### src/rtl/bus_arbiter_if.sv
// Request/response signals of the two-master round-robin arbiter and its
// single-beat bus port. The arbiter takes the slave view; requesters and the bus model take the master view.
interface bus_arbiter_if #(
    parameter int ADDR_WIDTH = 16,
    parameter int DATA_WIDTH = 8
);
    logic                  req0_valid;
    logic                  req0_we;
    logic [ADDR_WIDTH-1:0] req0_addr;
    logic [DATA_WIDTH-1:0] req0_wdata;
    logic                  req0_ready;
    logic                  req0_rvalid;
    logic [DATA_WIDTH-1:0] req0_rdata;

    logic                  req1_valid;
    logic                  req1_we;
    logic [ADDR_WIDTH-1:0] req1_addr;
    logic [DATA_WIDTH-1:0] req1_wdata;
    logic                  req1_ready;
    logic                  req1_rvalid;
    logic [DATA_WIDTH-1:0] req1_rdata;

    logic                  bus_we;
    logic [ADDR_WIDTH-1:0] bus_addr;
    logic [DATA_WIDTH-1:0] bus_wdata;
    logic [DATA_WIDTH-1:0] bus_rdata;

    modport slave (
        input  req0_valid, req0_we, req0_addr, req0_wdata,
        output req0_ready, req0_rvalid, req0_rdata,
        input  req1_valid, req1_we, req1_addr, req1_wdata,
        output req1_ready, req1_rvalid, req1_rdata,
        output bus_we, bus_addr, bus_wdata,
        input  bus_rdata
    );

    modport master (
        output req0_valid, req0_we, req0_addr, req0_wdata,
        input  req0_ready, req0_rvalid, req0_rdata,
        output req1_valid, req1_we, req1_addr, req1_wdata,
        input  req1_ready, req1_rvalid, req1_rdata,
        input  bus_we, bus_addr, bus_wdata,
        output bus_rdata
    );
endinterface

### src/rtl/bus_arbiter.sv
// Two-requester round-robin arbiter serialising single-beat reads/writes onto
// busctl, returning read data to the issuing requester after RD_LATENCY cycles.
module bus_arbiter #(
    parameter int ADDR_WIDTH = 16,
    parameter int DATA_WIDTH = 8,
    parameter int RD_LATENCY = 1
) (
    input  logic          clk,
    input  logic          reset,
    bus_arbiter_if.slave  bus
);

    typedef enum logic [1:0] {
        S_IDLE  = 2'd0,
        S_ISSUE = 2'd1,
        S_WAIT  = 2'd2
    } state_e;

    localparam logic [3:0] CNT_LOAD = 4'(RD_LATENCY - 1);

    state_e                state_q, state_d;
    logic                  ptr_q, ptr_d;
    logic                  owner_q, owner_d;
    logic                  we_q, we_d;
    logic [ADDR_WIDTH-1:0] addr_q, addr_d;
    logic [DATA_WIDTH-1:0] wdata_q, wdata_d;
    logic [3:0]            cnt_q, cnt_d;
    logic                  bus_we_q, bus_we_d;
    logic                  rvalid0_q, rvalid0_d;
    logic                  rvalid1_q, rvalid1_d;
    logic [DATA_WIDTH-1:0] rdata0_q, rdata0_d;
    logic [DATA_WIDTH-1:0] rdata1_q, rdata1_d;
    logic                  grant0_s;
    logic                  grant1_s;

    // Next-state, grant selection and datapath loads.
    always_comb begin
        state_d   = state_q;
        ptr_d     = ptr_q;
        owner_d   = owner_q;
        we_d      = we_q;
        addr_d    = addr_q;
        wdata_d   = wdata_q;
        cnt_d     = cnt_q;
        bus_we_d  = 1'b0;
        rvalid0_d = 1'b0;
        rvalid1_d = 1'b0;
        rdata0_d  = rdata0_q;
        rdata1_d  = rdata1_q;
        grant0_s  = 1'b0;
        grant1_s  = 1'b0;

        case (state_q)
            S_IDLE: begin
                // ptr_q == 0 favours requester 0; a lone valid always wins.
                grant0_s = reset & bus.req0_valid & (~bus.req1_valid | ~ptr_q);
                grant1_s = reset & bus.req1_valid & (~bus.req0_valid | ptr_q);
                if (grant0_s) begin
                    owner_d  = 1'b0;
                    we_d     = bus.req0_we;
                    addr_d   = bus.req0_addr;
                    wdata_d  = bus.req0_wdata;
                    bus_we_d = bus.req0_we;
                    ptr_d    = 1'b1;
                    state_d  = S_ISSUE;
                end else if (grant1_s) begin
                    owner_d  = 1'b1;
                    we_d     = bus.req1_we;
                    addr_d   = bus.req1_addr;
                    wdata_d  = bus.req1_wdata;
                    bus_we_d = bus.req1_we;
                    ptr_d    = 1'b0;
                    state_d  = S_ISSUE;
                end else begin
                    state_d = S_IDLE;
                end
            end
            S_ISSUE: begin
                if (we_q) begin
                    state_d = S_IDLE;
                end else begin
                    cnt_d   = CNT_LOAD;
                    state_d = S_WAIT;
                end
            end
            S_WAIT: begin
                if (cnt_q == 4'd0) begin
                    if (owner_q) begin
                        rdata1_d  = bus.bus_rdata;
                        rvalid1_d = 1'b1;
                    end else begin
                        rdata0_d  = bus.bus_rdata;
                        rvalid0_d = 1'b1;
                    end
                    state_d = S_IDLE;
                end else begin
                    cnt_d = cnt_q - 4'd1;
                end
            end
            default: begin
                state_d = S_IDLE;
            end
        endcase
    end

    // State and datapath registers; synchronous reset clears every output.
    always_ff @(posedge clk) begin
        if (!reset) begin
            state_q   <= S_IDLE;
            ptr_q     <= 1'b0;
            owner_q   <= 1'b0;
            we_q      <= 1'b0;
            addr_q    <= {ADDR_WIDTH{1'b0}};
            wdata_q   <= {DATA_WIDTH{1'b0}};
            cnt_q     <= 4'd0;
            bus_we_q  <= 1'b0;
            rvalid0_q <= 1'b0;
            rvalid1_q <= 1'b0;
            rdata0_q  <= {DATA_WIDTH{1'b0}};
            rdata1_q  <= {DATA_WIDTH{1'b0}};
        end else begin
            state_q   <= state_d;
            ptr_q     <= ptr_d;
            owner_q   <= owner_d;
            we_q      <= we_d;
            addr_q    <= addr_d;
            wdata_q   <= wdata_d;
            cnt_q     <= cnt_d;
            bus_we_q  <= bus_we_d;
            rvalid0_q <= rvalid0_d;
            rvalid1_q <= rvalid1_d;
            rdata0_q  <= rdata0_d;
            rdata1_q  <= rdata1_d;
        end
    end

    // Latched address/data only change on a handshake, so they hold the last issued values.
    assign bus.bus_we      = bus_we_q;
    assign bus.bus_addr    = addr_q;
    assign bus.bus_wdata   = wdata_q;
    assign bus.req0_ready  = grant0_s;
    assign bus.req1_ready  = grant1_s;
    assign bus.req0_rvalid = rvalid0_q;
    assign bus.req1_rvalid = rvalid1_q;
    assign bus.req0_rdata  = rdata0_q;
    assign bus.req1_rdata  = rdata1_q;

endmodule

### src/flat_wrapper.sv
// flat-port wrapper written by rule: the top's interface ports become plain ports
module bus_arbiter_flat 
#(
    parameter int ADDR_WIDTH = 16,
    parameter int DATA_WIDTH = 8,
    parameter int RD_LATENCY = 1
)
  (clk, reset, bus_req0_valid, bus_req0_we, bus_req0_addr, bus_req0_wdata, bus_req0_ready, bus_req0_rvalid, bus_req0_rdata, bus_req1_valid, bus_req1_we, bus_req1_addr, bus_req1_wdata, bus_req1_ready, bus_req1_rvalid, bus_req1_rdata, bus_bus_we, bus_bus_addr, bus_bus_wdata, bus_bus_rdata);
  bus_arbiter_if #(.ADDR_WIDTH(ADDR_WIDTH), .DATA_WIDTH(DATA_WIDTH)) bus_i ();
  input  logic clk;
  input  logic reset;
  input wire logic [$bits(bus_i.req0_valid)-1:0] bus_req0_valid;
  input wire logic [$bits(bus_i.req0_we)-1:0] bus_req0_we;
  input wire logic [$bits(bus_i.req0_addr)-1:0] bus_req0_addr;
  input wire logic [$bits(bus_i.req0_wdata)-1:0] bus_req0_wdata;
  output wire logic [$bits(bus_i.req0_ready)-1:0] bus_req0_ready;
  output wire logic [$bits(bus_i.req0_rvalid)-1:0] bus_req0_rvalid;
  output wire logic [$bits(bus_i.req0_rdata)-1:0] bus_req0_rdata;
  input wire logic [$bits(bus_i.req1_valid)-1:0] bus_req1_valid;
  input wire logic [$bits(bus_i.req1_we)-1:0] bus_req1_we;
  input wire logic [$bits(bus_i.req1_addr)-1:0] bus_req1_addr;
  input wire logic [$bits(bus_i.req1_wdata)-1:0] bus_req1_wdata;
  output wire logic [$bits(bus_i.req1_ready)-1:0] bus_req1_ready;
  output wire logic [$bits(bus_i.req1_rvalid)-1:0] bus_req1_rvalid;
  output wire logic [$bits(bus_i.req1_rdata)-1:0] bus_req1_rdata;
  output wire logic [$bits(bus_i.bus_we)-1:0] bus_bus_we;
  output wire logic [$bits(bus_i.bus_addr)-1:0] bus_bus_addr;
  output wire logic [$bits(bus_i.bus_wdata)-1:0] bus_bus_wdata;
  input wire logic [$bits(bus_i.bus_rdata)-1:0] bus_bus_rdata;
  assign bus_i.req0_valid = bus_req0_valid;
  assign bus_i.req0_we = bus_req0_we;
  assign bus_i.req0_addr = bus_req0_addr;
  assign bus_i.req0_wdata = bus_req0_wdata;
  assign bus_req0_ready = bus_i.req0_ready;
  assign bus_req0_rvalid = bus_i.req0_rvalid;
  assign bus_req0_rdata = bus_i.req0_rdata;
  assign bus_i.req1_valid = bus_req1_valid;
  assign bus_i.req1_we = bus_req1_we;
  assign bus_i.req1_addr = bus_req1_addr;
  assign bus_i.req1_wdata = bus_req1_wdata;
  assign bus_req1_ready = bus_i.req1_ready;
  assign bus_req1_rvalid = bus_i.req1_rvalid;
  assign bus_req1_rdata = bus_i.req1_rdata;
  assign bus_bus_we = bus_i.bus_we;
  assign bus_bus_addr = bus_i.bus_addr;
  assign bus_bus_wdata = bus_i.bus_wdata;
  assign bus_i.bus_rdata = bus_bus_rdata;
  bus_arbiter #(.ADDR_WIDTH(ADDR_WIDTH), .DATA_WIDTH(DATA_WIDTH), .RD_LATENCY(RD_LATENCY)) u_core (.clk(clk), .reset(reset), .bus(bus_i));
endmodule
### config.mk
export PLATFORM = sky130hd
export DESIGN_NAME = bus_arbiter_flat
export DESIGN_NICKNAME = d
export VERILOG_FILES = /design/src/rtl/bus_arbiter_if.sv /design/src/rtl/bus_arbiter.sv /design/src/flat_wrapper.sv
export SDC_FILE = /design/constraint.sdc
export NUM_CORES = 1
export LEC_CHECK = 0
export ABC_AREA = 1
export CORE_MARGIN = 4
export CORE_UTILIZATION = 42
export DETAILED_ROUTE_END_ITERATION = 8
export GPL_TIMING_DRIVEN = 0
export PLACE_DENSITY_LB_ADDON = 0.15
export SETUP_SLACK_MARGIN = 0.1
export SYNTH_ARGS = -nofsm -noshare
export SYNTH_HDL_FRONTEND = slang
export SYNTH_SLANG_ARGS = --single-unit
### constraint.sdc
create_clock -name clk -period 2 [get_ports clk]
set_clock_uncertainty 0.15 [all_clocks]
set_input_delay 0.6 -clock clk [delete_from_list [all_inputs] [get_ports clk]]
set_output_delay 0.6 -clock clk [all_outputs]
set_load 0.02 [all_outputs]
* Word-level counts from Yosys, hierarchy flattened *
Index checks and enable logic that the tools add are counted.

operators by class
  bitwise operators = 10
  reductions and logical operators = 10
  add/sub/neg operators = 1
  multiplexer cells = 24
  equal/unequal tests = 5

operators by type and width
  cell                   count
  $mux W16               2
  $mux W8                2
  $mux W1                13
  $reduce_and A3 Y1      4
  $mux W4                2
  $pmux W4 S2            1
  $mux W2                3
  $pmux W2 S3            1
  $and A1 B1 Y1          4
  $logic_not A4 Y1       1
  $ne A2 B2 Y1 const B   2
  $not A1 Y1             4
  $reduce_and A2 Y1      2
  $reduce_bool A2 Y1     2
  $sub A4 B1 Y4 const B  1
  $eq A2 B1 Y1 const B   1
  $eq A2 B2 Y1 const B   1
  $logic_not A2 Y1       1
  $ne A2 B1 Y1 const B   1
  $or A1 B1 Y1           2

word-level totals
  register bits after elaboration = 52
  input port bits = 62
  output and inout port bits = 45

* Logic depth before layout (Yosys ltp) *
Gate-level depths: netlist of run 1.

  depth in word-level cells = 6
  gate-level depth with buffers = 9

* Worst setup path after synthesis of run 1 *
Ideal clock, no wire load.

  kind = input -> output
  start point = in bus_req1_valid
  end point = out bus_req0_ready
  required time = 1.250 ns
  path buffers = 1
  cell stages on the path = 4
  slack = 0.031 ns
  data arrival time = 1.219 ns
  cell sequence = nand2_2 nand3_4 buf_2 inv_1

between the ends
  word-level cells in the longest chain between the ends = 4

ends and longest elaborated chain
  item                line                source
  start: declaration  flat_wrapper.sv:19  input wire logic [$bits(bus_i.req1_valid)-1:0] bus_req1_valid;
  $not A1 Y1          bus_arbiter.sv:56   grant0_s = reset & bus.req0_valid & (~bus.req1_valid | ~ptr_q);
  $or A1 B1 Y1        bus_arbiter.sv:56
  $and A1 B1 Y1       bus_arbiter.sv:56
  $mux W1             bus_arbiter.sv:53   case (state_q)
  end: declaration    flat_wrapper.sv:16  output wire logic [$bits(bus_i.req0_ready)-1:0] bus_req0_ready;

No other way between the ends.

* Worst setup path in the final report of run 1 *
  start point = in bus_req1_valid
  end point = out bus_req1_ready

between the ends
  word-level cells in the longest chain between the ends = 3

ends and longest elaborated chain
  item                         line                source
  $and A1 B1 Y1 (2 in series)  bus_arbiter.sv:57   grant1_s = reset & bus.req1_valid & (~bus.req0_valid | ptr_q);
  $mux W1                      bus_arbiter.sv:53
  end: declaration             flat_wrapper.sv:23  output wire logic [$bits(bus_i.req1_ready)-1:0] bus_req1_ready;

No other way between the ends.

==> results by group, run 1 <==
Outcome
  • Status: finished with violations
  • Failing checks: negative setup slack

Logic synthesis
  • Syn Area/Cell: 6.88 um^2
  • Register bit total from synthesis: 52
  • Mapped Area: 2370 um^2
  • Mapped Cells: 345
  • Count of different cell masters after synthesis: 19
  • Syn Nets: 411
  • Yosys warnings: 0
  • Post-synthesis sequential area ratio: 43.9%

GRT
  • Initial antenna violation count: 0
  • All-layer global routing usage: 20.0%
  • Total grt overflow: 0
  • Vias in the first global route: 2,470
  • First-pass GRT wire length: 11.7 mm
  • Largest net degree at the start of global routing: 17

Route
  • Initial DRC count: 177
  • Avg WL per Cell: 13.0 um
  • Post-DRT Antenna Nets: 0
  • First drt pass iteration count: 4
  • DRC errors left: 0
  • Aggregate routed wire length: 7.01 mm
  • Vias: 2,610
  • DR vias/cell: 4.83

Layout
  • Antenna diodes: 0
  • Commonest non-fill, non-tap cell in the layout: nand2_1
  • Commonest cells after routing, fill and taps aside: 91 x nand2_1, 58 x clkdlybuf4s50_1, 52 x nand3_1
  • Layout cells sized above 1: 11.1%
  • Area growth syn-to-layout: 56.8%
  • Final layout net count: 533

Clock tree
  • CTS root buf: clkbuf_8
  • Worst-path clk slew: 90 ps
  • Worst skew pair latency: 310 ps
  • CTS sink cnt: 52
  • Total CTS buffers: 5
  • CTS tree: built
  • H-tree Lvls: 2
  • Bufs on Longest Clock Path: 2

Critical path
  • Setup crit end kind: output port
  • Maximum fanout along the worst path: 2
  • Worst r2r src: u_core.state_q[0]$_SDFFE_PN0P_
  • Worst Setup SP: bus_req1_valid
  • CP arrival: 1260 ps
  • Reg2Reg Depth: 7
  • Critical path type: input pin to output port
  • Reg2reg end: u_core.cnt_q[1]$_SDFFE_PN0P_
  • Critical path startpoint category: input pin
  • Data required, critical path: 1250 ps
  • FF-to-FF setup slack: 270 ps

Power
  • Power Density: 704 nW/um^2
  • Leakage power: 1.82 nW
  • Total Power: 2.62 mW
  • Peak VDD IR: 0.434 mV

Die
  • Initial Util: 43.1%
  • Core ar.: 5510 um^2
  • Total die area: 6910 um^2
  • IO Pins: 107
  • Die X-Extent: 83.2 um
  • Die Ht: 83.2 um
  • Cell row count: 27

STA
  • Slew margin rel.: 67.3%
  • Final hold slack: 333 ps
  • Final TNS setup: -10.6 ps
  • Fin. Hold Viols: 0
  • Max-slew violation count: 0
  • Final Setup Violations: 1
  • Final worst-path cycle share: 101%
  • Fmax: 0.497 GHz
  • Setup ws final: -10.6 ps
  • Worst-margin pin slew: 490 ps
  • Period minus WS final: 2010 ps
  • RSZ-0062 raised after global routing: yes

Min path
  • Hold Crit Endpoint: u_core.bus.bus_wdata[0]$_SDFFE_PN0P_
  • Min-delay worst type: flip-flop to flip-flop
  • Hold_sp: u_core.bus.bus_wdata[0]$_SDFFE_PN0P_
  • Hold Path Depth: 2

Placement
  • Placer congestion estimate: 0.836
  • Detailed placement HPWL: 5.00 mm
  • PortBufs: 106
  • Place WS: -1200 ps

Run
  • Max Cap Violations: 0
## metrics by stage
stage	cell area [um^2]	util (%)	std cells
after global placement	3530	64.1	523
final	3720	67.5	540
after detailed placement	3530	64.1	523
after global routing	3720	67.5	540
after floorplan	2380	-	345
after CTS	3680	66.8	537
## cells in the mapped netlist
cell type / instances / area, um^2
nand2_4: 1 / 11.3
a21boi_0: 1 / 7.51
nand2_1: 91 / 342
inv_1: 18 / 67.6
o21bai_1: 1 / 7.51
clkbuf_1: 7 / 26.3
ha_1: 4 / 50.1
o21ai_0: 20 / 100
inv_2: 2 / 7.51
nor2_1: 49 / 184
nand3_1: 52 / 260
buf_2: 8 / 40.0
inv_4: 1 / 6.26
nand2_2: 4 / 25.0
dfxtp_1: 52 / 1040
nand3_4: 1 / 17.5
nor2_2: 1 / 6.26
a21oi_1: 30 / 150
buf_6: 2 / 22.5
## cell families (layout without fill, tap and decap cells)
group	Yosys count	count (layout)	synth area share, %
and+or+nand+nor	199	199	35.7
adders and majority gates	4	4	2.11
DFF	52	52	43.9
AOI/OAI and AO/OA	52	52	11.2
buffers and inverters	38	161	7.17
## final cells by class
cell class	instances	area [um^2]
fillers	488	1790
multi-input cells	255	1200
repair buffers	115	1080
flip-flops and latches	52	1040
plain buffers	17	95.1
well taps	72	90.1
inverters	21	83.8
clock buffers	6	82.6
clock inverters	2	38.8
## where the power goes
group / switching, mW / internal [mW] / total, mW / leakage, nW
logic: 0.377 / 0.317 / 0.694 / 1.34
registers: 0.0442 / 1.11 / 1.16 / 0.424
clock network: 0.357 / 0.409 / 0.767 / 0.0614
## critical path: stages
cell	delay, ps
clkdlybuf4s15_2	200
nand2_1	90
nor2_4	130
nand2_4	60
inv_2	60
buf_6	110
## sequential cells by signal, indices dropped and copies added, names as in the netlist, 2 cells and up
name / count
u_core.bus.bus_addr: 16
u_core.bus.req1_rdata: 8
u_core.bus.bus_wdata: 8
u_core.state_q: 2
u_core.bus.req0_rdata: 8
u_core.cnt_q: 4
## how the worst max path moves through the flow
stage                                end  slack, ps  cells after the start
after floorplan           bus_req0_ready        120                      5
after global placement    bus_req0_ready      -1200                      7
after detailed placement  bus_req0_ready      -1200                      7
after CTS                 bus_req1_ready         -4                      7
after global routing      bus_req1_ready        -70                      7
final                     bus_req1_ready        -10                      6
## routing by layer
metal | up-vias | part of all wire (%) | global-route usage [%]
met1 | 1171 | 44 | 25.2
met4 | 0 | 1.1 | 4.90
met3 | 7 | 9.1 | 7.44
li1 | 1352 | - | -
met2 | 80 | 46 | 32.4
met5 | - | 0 | 0
## repair_timing
| item | in CTS | in global routing |
|---|---|---|
| gates resized for setup | 78 | 4 |
| hold buffers | 0 | 0 |
| pin swaps | 4 | 3 |
| endpoints found under the setup margin | 70 | 10 |
| buffers inserted | 6 | 3 |
Power figures use the tool's default switching activity.
==> run 2: changes to the inputs <==
- ABC_AREA: 1 -> unset
- CORE_UTILIZATION: 42 -> 40
==> run 2 against run 1 <==
The flow still finishes with violations (negative setup slack). Clock power is 19% lower. Sequential share of layout area is 1.4 points higher. Synthesized area is 6.4% lower. First-iteration DRC count is 53% lower. Combinational power is 16% lower. Global-route usage is 0.11 points lower. Setup slack worse by 170 ps. Register-to-register slack worse by 140 ps. Count of clock-buffer cells in the layout is 1 higher. Via count is 17% lower. Utilization is 0.052 points higher. Fmax is 7.6% lower. Largest cell class is now non-clock buffers.
==> results by group, run 2 <==
Outcome
  • Status: finished with violations (unchanged)
  • Failing checks: negative setup slack (unchanged)

Critical path
  • Setup crit end kind: output port (unchanged)
  • Maximum fanout along the worst path: 5 (was 2)
  • Critical path type: flip-flop to output port (was input pin to output port)
  • Critical path startpoint category: flip-flop (was input pin)
  • Data required, critical path: 1250 ps (about the same)
  • CP arrival: 1430 ps (was 1260 ps)

STA
  • Fin. Hold Viols: 0 (unchanged)
  • Setup ws final: -176 ps (was -10.6 ps)
  • Fmax: 0.460 GHz (was 0.497 GHz)
  • Final TNS setup: -247 ps (was -10.6 ps)
  • Final worst-path cycle share: 109% (was 101%)
  • Max-slew violation count: 0 (unchanged)
  • Final hold slack: 307 ps (was 333 ps)
  • Period minus WS final: 2180 ps (was 2010 ps)
  • Worst-margin pin slew: 468 ps (was 490 ps)
  • Slew margin rel.: 68.8% (was 67.3%)
  • RSZ-0062 raised after global routing: yes (unchanged)
  • Final Setup Violations: 2 (was 1)

Logic synthesis
  • Synth area leaders: dfxtp_1 47%, a221o_1 8.6%, mux2i_1 8.6%, and3_1 7.0%, nand2_1 4.7% (was dfxtp_1 44%, nand2_1 14%, nand3_1 11%, nor2_1 7.8%, a21oi_1 6.3%)
  • Count of different cell masters after synthesis: 40 (was 19)
  • Syn Area/Cell: 10.4 um^2 (was 6.88 um^2)
  • FFs w/ async S/R, synth: 0% (unchanged)
  • Post-synth EDFFs: 0 (unchanged)
  • Yosys warnings: 0 (unchanged)
  • Post-synth top area share: 46.9% (was 43.9%)
  • Post-synthesis sequential area ratio: 46.9% (was 43.9%)
  • Post-synth top area cell: dfxtp_1 (unchanged)
  • Register bit total from synthesis: 52 (unchanged)
  • Most frequent cell after synthesis: dfxtp_1 (was nand2_1)
  • Mapped Area: 2220 um^2 (was 2370 um^2)
  • Post-synth top cells: 52 x dfxtp_1, 28 x nand2_1, 25 x and3_1, 19 x a221o_1, 19 x mux2i_1 (was 91 x nand2_1, 52 x dfxtp_1, 52 x nand3_1, 49 x nor2_1, 30 x a21oi_1)
  • Syn Nets: 280 (was 411)
  • Ys flop type: dfxtp_1 (unchanged)
  • Mapped Cells: 214 (was 345)

GRT
  • Initial antenna violation count: 0 (unchanged)
  • Total grt overflow: 0 (unchanged)
  • Vias in the first global route: 2,094 (was 2,470)
  • Largest net degree at the start of global routing: 16 (was 17)
  • First-pass GRT wire length: 10.4 mm (was 11.7 mm)
  • All-layer global routing usage: 19.9% (was 20.0%)

Clock tree
  • Worst-path clk slew: 90 ps (about the same)
  • CTS sink cnt: 52 (unchanged)
  • Cts hold-fix bufs: 0 (unchanged)
  • CTS tree: built (unchanged)
  • CTS root buf: clkbuf_8 (unchanged)
  • Bufs on Longest Clock Path: 2 (unchanged)
  • Worst skew pair latency: 300 ps (was 310 ps)
  • Total CTS buffers: 5 (unchanged)
  • H-tree Lvls: 2 (unchanged)

Route
  • Post-DRT Antenna Nets: 0 (unchanged)
  • First drt pass iteration count: 4 (unchanged)
  • Initial DRC count: 84 (was 177)
  • Aggregate routed wire length: 6.73 mm (was 7.01 mm)
  • DR vias/cell: 5.25 (was 4.83)
  • Vias: 2,158 (was 2,610)
  • DRC errors left: 0 (unchanged)
  • Avg WL per Cell: 16.4 um (was 13.0 um)

Die
  • Total die area: 6800 um^2 (was 6910 um^2)
  • IO Pins: 107 (unchanged)
  • Cell row count: 26 (was 27)
  • Initial Util: 42.4% (was 43.1%)
  • Core ar.: 5240 um^2 (was 5510 um^2)
  • Die Ht: 82.5 um (was 83.2 um)
  • Die X-Extent: 82.5 um (was 83.2 um)

Layout
  • Commonest cells after routing, fill and taps aside: 58 x clkdlybuf4s50_1, 50 x dfxtp_1, 43 x dlygate4sd2_1 (was 91 x nand2_1, 58 x clkdlybuf4s50_1, 52 x nand3_1)
  • Commonest non-fill, non-tap cell in the layout: clkdlybuf4s50_1 (was nand2_1)
  • Final layout net count: 406 (was 533)
  • Layout cells sized above 1: 17.6% (was 11.1%)
  • Area growth syn-to-layout: 59.5% (was 56.8%)
  • Cell Count, Final, Fillers Out: 411 (was 540)
  • Largest register FFs: 16 (unchanged)
  • Antenna diodes: 0 (unchanged)

Power
  • Leakage power: 1.72 nW (was 1.82 nW)
  • Pint: 1.70 mW (was 1.84 mW)
  • Clock power frac: 26.5% (was 29.3%)
  • Power Density: 663 nW/um^2 (was 704 nW/um^2)
  • Combinational fraction of design power: 24.8% (was 26.5%)
  • Total Power: 2.35 mW (was 2.62 mW)
  • Sequential power share: 48.7% (was 44.2%)
  • Psw: 651 uW (was 778 uW)
  • Sw frac: 27.7% (was 29.7%)
  • Peak VDD IR: 0.490 mV (was 0.434 mV)

Placement
  • PortBufs: 106 (unchanged)
  • Place WS: -1310 ps (was -1200 ps)
  • Placer congestion estimate: 0.774 (was 0.836)
  • Detailed placement HPWL: 4.80 mm (was 5.00 mm)
  • Placed Cells: 390 (was 523)

Min path
  • Min-delay worst type: flip-flop to flip-flop (unchanged)

Run
  • Max Cap Violations: 0 (unchanged)
run 2: metrics by stage:
stage	area [um^2]	util, %
floorplan	2240	-
global placement	3390	64.6
detailed placement	3390	64.6
CTS	3500	66.8
global route	3540	67.6
finish	3540	67.6
run 2: logic make-up (layout without fill, tap and decap cells):
kind of cell    Yosys count  count (layout)  synth area share [%]
simple gates             73              73                  17.8
flops                    52              52                  46.9
compound gates           45              45                  18.8
buf+inv                  21             148                  5.69
mux                      19              19                  8.57
fa+ha+maj                 4               4                  2.25
run 2: final cells by class:
| cell class | instances | area [um^2] |
|---|---|---|
| plain buffers | 12 | 90.1 |
| clock buffers | 7 | 86.3 |
| clock inverters | 1 | 7.51 |
| fillers | 458 | 1700 |
| inverters | 7 | 28.8 |
| multi-input cells | 141 | 1090 |
| flip-flops and latches | 52 | 1040 |
| well taps | 70 | 87.6 |
| repair buffers | 121 | 1110 |
run 2: final timing paths:
path                                                             from                                    end  slack (ps)  cells past startpoint
worst max-delay path                   u_core.state_q[0]$_SDFFE_PN0P_                         bus_req1_ready        -180                      6
worst min-delay path            u_core.bus.req0_rdata[4]$_SDFFE_PN0P_  u_core.bus.req0_rdata[4]$_SDFFE_PN0P_         310                      2
worst max register to register         u_core.state_q[0]$_SDFFE_PN0P_  u_core.bus.req0_rdata[5]$_SDFFE_PN0P_         130                      8
worst min register to register  u_core.bus.req0_rdata[4]$_SDFFE_PN0P_  u_core.bus.req0_rdata[4]$_SDFFE_PN0P_         310                      2
run 2: critical path: stages, from the launching register on:
cell	delay, ps
dfxtp_2	350
inv_2	80
ha_4	170
nand2_4	70
a211oi_4	220
buf_6	150
buf_6	110
run 2: power by group through the flow:
stage	logic, mW	clock network [mW]	registers (mW)
5_1_grt	0.628	0.674	1.15
2_1_floorplan	0.208	0	1.24
3_5_place_dp	0.581	0	1.17
4_1_cts	0.570	0.635	1.14
3_3_place_gp	0.574	0	1.16
6_report	0.582	0.622	1.14
run 2: repair_timing:
item / CTS / global route
cloned: 0 / 1
gates resized for setup: 75 / 13
buffers inserted: 9 / 5
endpoints found under the setup margin: 89 / 7
pin swaps: 3 / 3
run 2: metal layers:
metal  global-route usage [%]  vias to the layer above  wire length (um)
met4                     3.76                        0                46
li1                         -                     1046                 -
met1                     24.6                     1027              2890
met2                     35.4                       78              3190
met3                     4.66                        7               609
met5                        0                        -                 0
==> RTL edit, RTL diff (flow settings as in run 2) <==
Make the reset (`reset`) asynchronous in one clocked block. Comments in the files are not updated.
--- a/src/rtl/bus_arbiter.sv
+++ b/src/rtl/bus_arbiter.sv
@@ -106,3 +106,3 @@
     // State and datapath registers; synchronous reset clears every output.
-    always_ff @(posedge clk) begin
+    always_ff @(posedge clk or negedge reset) begin
         if (!reset) begin
Formal check against the unedited RTL: differs if reset is asserted again (counterexample within 4 cycles, from zero or initial values and one cycle with reset low); with reset held inactive, the same outputs for 10 cycles.
==> RTL edit against run 2 <==
The flow still finishes with violations (negative setup slack). Area after synthesis is 6.0% higher. Cell area is 9.4% higher. Synthesized cell count is 4.2% lower. Sequential cell count stayed put. Worst setup slack worse by 0.040 ns. Wire length is 2.1% higher.
Power is not compared: it rests on default switching activity, and its combinational part moved more than twofold at a synthesized area within 25%.
==> RTL edit: results (changes against run 2) <==
Non-CTS buffers: 139 (was 133)
Setup violations, final: 2 (unchanged)
status: finished with violations (unchanged)
mux cell area share after synthesis: 0.0851 (was 0.0857)
RR Startpoint: u_core.state_q[0]$_DFFE_PN0P_ (was u_core.state_q[0]$_SDFFE_PN0P_)
Iteration-0 DRC Markers: 82 (was 84)
via count: 2172 (was 2158)
ant diodes: 0 (unchanged)
Gate Count Post-Synth: 205 (was 214)
number of vias per cell: 5.28 (was 5.25)
leak pwr: 1.74 nW
clock-pin transition on the worst setup and hold timing paths: 0.10 ns
Slew HR: 0.704 (was 0.688)
Unique masters post-synth: 36 (was 40)
crit-path max FO: 4 (was 5)
Synth Area in Compound Gates: 0.169 (was 0.188)
DPL Wire Length: 4700 µm (was 4800 µm)
Synth async-reset ratio: 1.00 (was 0)
Multi-In Gates: 134 (was 141)
Final WS setup: -0.215 ns (was -0.176 ns)
gr usage total: 0.192 (was 0.199)
Worst R2R Setup Slack: 0.02 ns (was 0.13 ns)
Synth top cells by count: dfrtp_1, o21ai_0, a31oi_1, mux2_2, nand3_1 (was dfxtp_1, nand2_1, and3_1)
synth top area cells: dfrtp_1, mux2_2, a221o_1, a31oi_1, o21ai_0 (was dfxtp_1, a221o_1, mux2i_1, and3_1, nand2_1)
Resized Gates After CTS: 80 (was 75)
setup_tns: -0.376 ns (was -0.247 ns)
layout cell share with drive strength beyond 1: 0.218 (was 0.176)
multi-input combinational area share: 0.266 (was 0.307)
Final GP Congestion: 0.777 (was 0.774)
Max VDD drop: 0.540 mV
final-layout non-clock buffer area share: 0.346 (was 0.339)
WHS: 0.0568 ns (was 0.307 ns)
WL/cell: 16.7 µm (was 16.4 µm)
fillcell total: 474 (was 458)
failing checks: negative setup slack (unchanged)
Placed Cells incl. Taps: 384 (was 390)
Tightest Hold Check Type: input port to async pin (was flop to flop)
worst r2r dst: u_core.bus.req0_rdata[2]$_DFFE_PN0P_ (was u_core.bus.req0_rdata[5]$_SDFFE_PN0P_)
largest net degree at the start of global routing: 18 (was 16)
Signal inverters: 6 (was 7)
Seq/total area: 0.336 (was 0.295)
Synth Area in Adders: 0.0213 (was 0.0225)
nets: 404 (was 406)
Clock buf/inv share: 0.0239 (was 0.0265)
pre-CTS WS: -1.50 ns (was -1.31 ns)
Worst Path Arrival: 1.47 ns (was 1.43 ns)
setup bufs post-CTS: 13 (was 9)
global-route wire length before repair: 11000 µm (was 10400 µm)
Mapped Nets: 271 (was 280)
vias in the first global route: 2259 (was 2094)
-- RTL edit: stage by stage --
| stage | area, µm² | power, mW |
|---|---|---|
| finish | 3870 | 4.19 |
| global placement | 3520 | 3.63 |
| floorplan | 2370 | 2.65 |
| CTS | 3790 | 4.13 |
| detailed placement | 3540 | 3.67 |
| global route | 3870 | 4.46 |
-- RTL edit: worst max-delay path, cell delays in order (launching register included) --
cell	delay (ns)
dfrtp_1	0.39
inv_2	0.09
ha_4	0.14
and2_4	0.15
and3_4	0.19
buf_8	0.10
buf_6	0.10
-- RTL edit: per-layer routing --
| layer | GRT usage | part of all wire |
|---|---|---|
| met5 | 0 | 0 |
| met4 | 0.0403 | 0.014 |
| met3 | 0.0608 | 0.066 |
| met2 | 0.327 | 0.50 |
| met1 | 0.239 | 0.42 |
-- RTL edit: report_power, final --
part	total (mW)	leakage (nW)	internal, mW	switching (mW)
logic	1.95	1.08	0.965	0.982
registers	1.64	0.623	1.42	0.211
clock network	0.606	0.0404	0.248	0.358
total	4.19	1.74	2.64	1.55
